===== src/rtl/ram_burst_reader.sv =====
// Burst read initiator for a synchronous-read RAM: streams len words starting at
// base_addr onto a valid/ready interface through a 2-entry skid buffer.
module ram_burst_reader #(
  parameter int AWIDTH = 3,
  parameter int DWIDTH = 32
) (
  input  logic              clock,
  input  logic              reset_n,
  input  logic              start,
  input  logic [AWIDTH-1:0] base_addr,
  input  logic [AWIDTH:0]   len,
  output logic              busy,
  output logic              done,
  output logic [AWIDTH-1:0] mem_addr,
  output logic              mem_we,
  input  logic [DWIDTH-1:0] mem_dout,
  output logic [DWIDTH-1:0] m_data,
  output logic              m_valid,
  input  logic              m_ready,
  output logic              m_last
);

  typedef enum logic [1:0] {
    S_IDLE = 2'd0,
    S_READ = 2'd1,
    S_FIN  = 2'd2
  } state_t;

  state_t              r_state;
  state_t              w_state_next;
  logic [AWIDTH-1:0]   r_rd_ptr;
  logic [AWIDTH:0]     r_issue_cnt;
  logic [AWIDTH:0]     r_beat_cnt;
  logic                r_inflight;
  logic [DWIDTH-1:0]   r_buf [0:1];
  logic                r_wr_idx;
  logic                r_rd_idx;
  logic [1:0]          r_occ;

  logic                w_accept;
  logic                w_pop;
  logic                w_push;
  logic                w_issue;
  logic [2:0]          w_occ_proj;

  assign w_accept = (r_state == S_IDLE) && start;
  assign m_valid  = (r_occ != 2'd0);
  assign w_pop    = m_valid && m_ready;
  assign w_push   = r_inflight;

  // Occupancy as it will stand once this edge's pop and any in-flight word land;
  // a new read is only safe if that leaves a free slot for it.
  assign w_occ_proj = {1'b0, r_occ} - {2'b00, w_pop} + {2'b00, r_inflight};
  assign w_issue    = (r_state == S_READ) && (r_issue_cnt != '0) && (w_occ_proj < 3'd2);

  assign mem_addr = r_rd_ptr;
  assign mem_we   = 1'b0;
  assign m_data   = m_valid ? r_buf[r_rd_idx] : '0;
  assign m_last   = m_valid && (r_beat_cnt == (AWIDTH+1)'(1));

  always_ff @(posedge clock or negedge reset_n) begin
    if (!reset_n) begin
      r_state <= S_IDLE;
    end else begin
      r_state <= w_state_next;
    end
  end

  always_comb begin
    w_state_next = r_state;
    case (r_state)
      S_IDLE: begin
        if (start) begin
          w_state_next = (len != '0) ? S_READ : S_FIN;
        end
      end
      S_READ: begin
        if (w_pop && m_last) begin
          w_state_next = S_FIN;
        end
      end
      S_FIN:   w_state_next = S_IDLE;
      default: w_state_next = S_IDLE;
    endcase
  end

  always_comb begin
    busy = 1'b0;
    done = 1'b0;
    case (r_state)
      S_READ:  busy = 1'b1;
      S_FIN: begin
        busy = 1'b1;
        done = 1'b1;
      end
      default: begin
        busy = 1'b0;
        done = 1'b0;
      end
    endcase
  end

  always_ff @(posedge clock or negedge reset_n) begin
    if (!reset_n) begin
      r_rd_ptr    <= '0;
      r_issue_cnt <= '0;
      r_beat_cnt  <= '0;
      r_inflight  <= 1'b0;
    end else begin
      r_inflight <= w_issue;
      if (w_accept) begin
        r_rd_ptr    <= base_addr;
        r_issue_cnt <= len;
        r_beat_cnt  <= len;
      end else begin
        if (w_issue) begin
          r_rd_ptr    <= r_rd_ptr + AWIDTH'(1);
          r_issue_cnt <= r_issue_cnt - (AWIDTH+1)'(1);
        end
        if (w_pop) begin
          r_beat_cnt <= r_beat_cnt - (AWIDTH+1)'(1);
        end
      end
    end
  end

  // RAM data is valid the edge after its address was issued, so in-flight words always land here.
  always_ff @(posedge clock or negedge reset_n) begin
    if (!reset_n) begin
      for (int i = 0; i < 2; i++) begin
        r_buf[i] <= '0;
      end
      r_wr_idx <= 1'b0;
      r_rd_idx <= 1'b0;
      r_occ    <= 2'd0;
    end else begin
      if (w_push) begin
        r_buf[r_wr_idx] <= mem_dout;
        r_wr_idx        <= ~r_wr_idx;
      end
      if (w_pop) begin
        r_rd_idx <= ~r_rd_idx;
      end
      r_occ <= r_occ + {1'b0, w_push} - {1'b0, w_pop};
    end
  end

endmodule


===== config.mk =====
export PLATFORM = sky130hd
export DESIGN_NAME = ram_burst_reader
export DESIGN_NICKNAME = d
export VERILOG_FILES = /design/src/rtl/ram_burst_reader.sv
export SDC_FILE = /design/constraint.sdc
export NUM_CORES = 1
export LEC_CHECK = 0
export ABC_AREA = 1
export CORE_UTILIZATION = 30
export CTS_BUF_LIST = sky130_fd_sc_hd__clkbuf_4 sky130_fd_sc_hd__clkbuf_8 sky130_fd_sc_hd__clkbuf_16
export CTS_CLUSTER_SIZE = 16
export DETAILED_ROUTE_END_ITERATION = 10
export PLACE_DENSITY = 0.51
export SLEW_MARGIN = 20
export SYNTH_ARGS = -nofsm -noshare
export SYNTH_HDL_FRONTEND = slang
export SYNTH_SLANG_ARGS = --single-unit

===== constraint.sdc =====
create_clock -name clock -period 2.6 [get_ports clock]
set_input_delay 0.65 -clock clock [delete_from_list [all_inputs] [get_ports clock]]
set_output_delay 0.65 -clock clock [all_outputs]
set_load 0.03 [all_outputs]

==> qor.csv <==
metric,value,unit
Num Clock Sinks,82,
cell area after synthesis,4020,um2
Area Growth Syn to Fin,32.4,%
Max IR drop VDD,470,uV
layout cell share with drive strength beyond 1,11.1,%
Power per Cell Area,1450,nW/um2
num ports,83,
final max-slew violation count,0,
"Data required, critical path",1.95,ns
first-pass GRT wire length,16300,um
CTS tree,done,
fmax,406,MHz
final instance area,5330,um2
Fin Clk Skew,0.00730,ns
vias per inst,4.47,
Final Wtd Congestion,0.793,
row count,41,
critical path startpoint,r_occ[1],
largest net degree at the start of global routing,45,
"Max FO, Critical Path",21,
post-synthesis register bit count,82,
post-route setup slack,0.139,ns
Worst-Margin Slew,0.588,ns
Die Y,118,um
initial antenna violation count,0,
RSZ-0062 raised after global routing,false,
fin util,41.5,%
relative slew slack,60.8,%
Initial Util,31.4,%
H-tree levels,3,
number of global-route vias before repair,3342,
post-synthesis area per instance,8.23,um2
worst r2r src,r_occ[1],
CTS root buffer,clkbuf_16,
crit path kind,reg -> out,
drt total wl,9600,um
DIE AREA,13900,um2
Leak,0.00269,uW
CTS Buf Count,9,
Buffers on Ports,81,
Post-DRT Antenna Nets,0,
global route overflow,0,
drt first pass iters,6,
"Seq/Total Area, Yosys",51.0,%
dpl cell area,5000,um2
Die W,118,um
Setup crit end kind,output port,
later-pin clock latency in the skew report,0.33,ns
Residual DRC,0,
status,"complete, no violations",
DR WL/cell,12.9,um
fin crit share,94.7,%
Layout Cells excl Fill,746,
syn_nets,542,
count of cell types in the netlist,25,
core area,12800,um2
ANT cells,0,
DR vias,3334,
synth warn,0,
GRT Total Usage,14.7,%
clock buffer depth,2,
HP Class,in -> async,
# Max-Cap Violations,0,
Cells after Synth,489,
Final HPWL DP,6210,um
minimum clock period,2.46,ns
final hold violation count,0,
Inst Count DP,728,
CP Launch Type,flop,
initial DRC count,239,
Final #Nets,622,
Post-Place Setup Slack,-0.416,ns
clock-pin slew on the worst setup and hold paths,0.06,ns
final setup fails,0,
CP Data Arrival Time,1.81,ns
-- sequential cells by signal, indices dropped and copies added (netlist names) --
signal,count
r_buf,64
r_state,2
r_beat_cnt,4
r_occ,2
r_inflight,1
mem_addr,3
r_rd_idx,1
r_issue_cnt,4
r_wr_idx,1
-- layout by cell type (no fill, tap or decap) --
master and n:
a21oi_1 32, buf_12 2, buf_4 13, bufinv_16 1, clkbuf_16 9, clkbuf_8 2
clkdlybuf4s50_1 46, clkinv_1 1, clkinvlp_4 3, conb_1 1, dfrtp_1 82, dlygate4sd2_1 32
dlymetal6s2s_1 1, fa_2 1, ha_1 8, ha_2 1, inv_1 53, inv_2 1
inv_6 1, nand2_1 175, nand2_2 2, nand2_4 1, nand3_1 16, nand4_1 2
nand4_2 1, nand4_4 1, nor2_1 7, nor2_4 1, o211ai_1 2, o21ai_0 38
o21ai_1 9, o21ai_2 23, or2_2 1, xnor2_1 3, xor2_1 2
-- critical path: stages (launching register included) --
cell,delay [ns]
dfrtp_1,0.35
inv_1,0.09
nand2_1,0.12
inv_1,0.07
buf_4,0.22
a21oi_1,0.21
dlygate4sd2_1,0.42
-- routing by layer --
metal  share of wire [%]  global-route usage [%]  vias to the layer above
li1                    -                       -                     1697
met1                  49                    19.7                     1525
met2                  45                    23.9                      108
met3                 5.3                    3.73                        4
met4                0.71                    3.13                        0
met5                   0                       0                        -
-- stage by stage --
stage	TNS (ns)	power [uW]	hold WS, ns
final	0	7750	0.313
after global routing	0	8380	0.364
after CTS	0	7800	0.337
after detailed placement	-2.98	6730	0.467
after global placement	-2.89	6670	0.465
after floorplan	0	5150	0.354
-- logic make-up (layout without fill, tap and decap cells) --
group / Yosys count / in the layout / share of synthesized area (%)
and+or+nand+nor: 206 / 207 / 20.2
adders and majority gates: 10 / 10 / 3.30
DFF: 82 / 82 / 51.0
buffers and inverters: 81 / 165 / 9.08
other: 1 / 1 / 0.0932
AOI/OAI and AO/OA: 104 / 104 / 15.2
xor gates and xnor gates: 5 / 5 / 1.09
-- power breakdown --
group | switching [uW] | internal, uW
registers | 358 | 1930
clock network | 509 | 800
logic | 2670 | 1480
total | 3540 | 4210
-- synth_stat cells --
master / n / area, um2
nand2_1: 176 / 661
dfrtp_1: 82 / 2050
inv_1: 53 / 199
o21ai_0: 38 / 190
a21oi_1: 32 / 160
o21ai_2: 23 / 201
nand3_1: 16 / 80.1
buf_2: 10 / 50.1
clkbuf_1: 9 / 33.8
ha_1: 9 / 113
o21ai_1: 9 / 45.0
nor2_1: 8 / 30.0
buf_6: 6 / 67.6
xnor2_1: 3 / 26.3
nand2_2: 2 / 12.5
nand4_1: 2 / 12.5
o211ai_1: 2 / 15.0
xor2_1: 2 / 17.5
buf_4: 1 / 7.51
clkinv_1: 1 / 3.75
conb_1: 1 / 3.75
fa_1: 1 / 20.0
inv_2: 1 / 3.75
nand4_2: 1 / 12.5
or2_1: 1 / 6.26
-- final cells by class --
class	instances	area [um2]
timing repair buffer	94	891
inverter	55	206
multi-input combinational	327	1650
clock inverter	5	61.3
fill	1311	7500
clock buffer	11	253
tap	172	215
sequential	82	2050
-- worst paths after layout --
kind                                  end  cells after the start  slack [ns]
hold / removal                   r_buf[8]                      1        0.31
setup / recovery               m_data[12]                      6        0.14
setup reg to reg           r_issue_cnt[3]                     13        0.29
min in group clock              r_buf[48]                      2        0.48
hold reg to reg                 r_buf[48]                      2        0.48
max in group asynchronous       r_buf[23]                      2        1.66
-- timing repair --
action / 4_1_cts / 5_1_grt
gates resized for setup: 34 / 5
setup buffers: 0 / 1
cloned: 0 / 1
hold buffers: 0 / 0
pin swaps: 0 / 5
endpoints found under the setup margin: 39 / 7
Note: power is estimated with default switching activity, not from simulation.
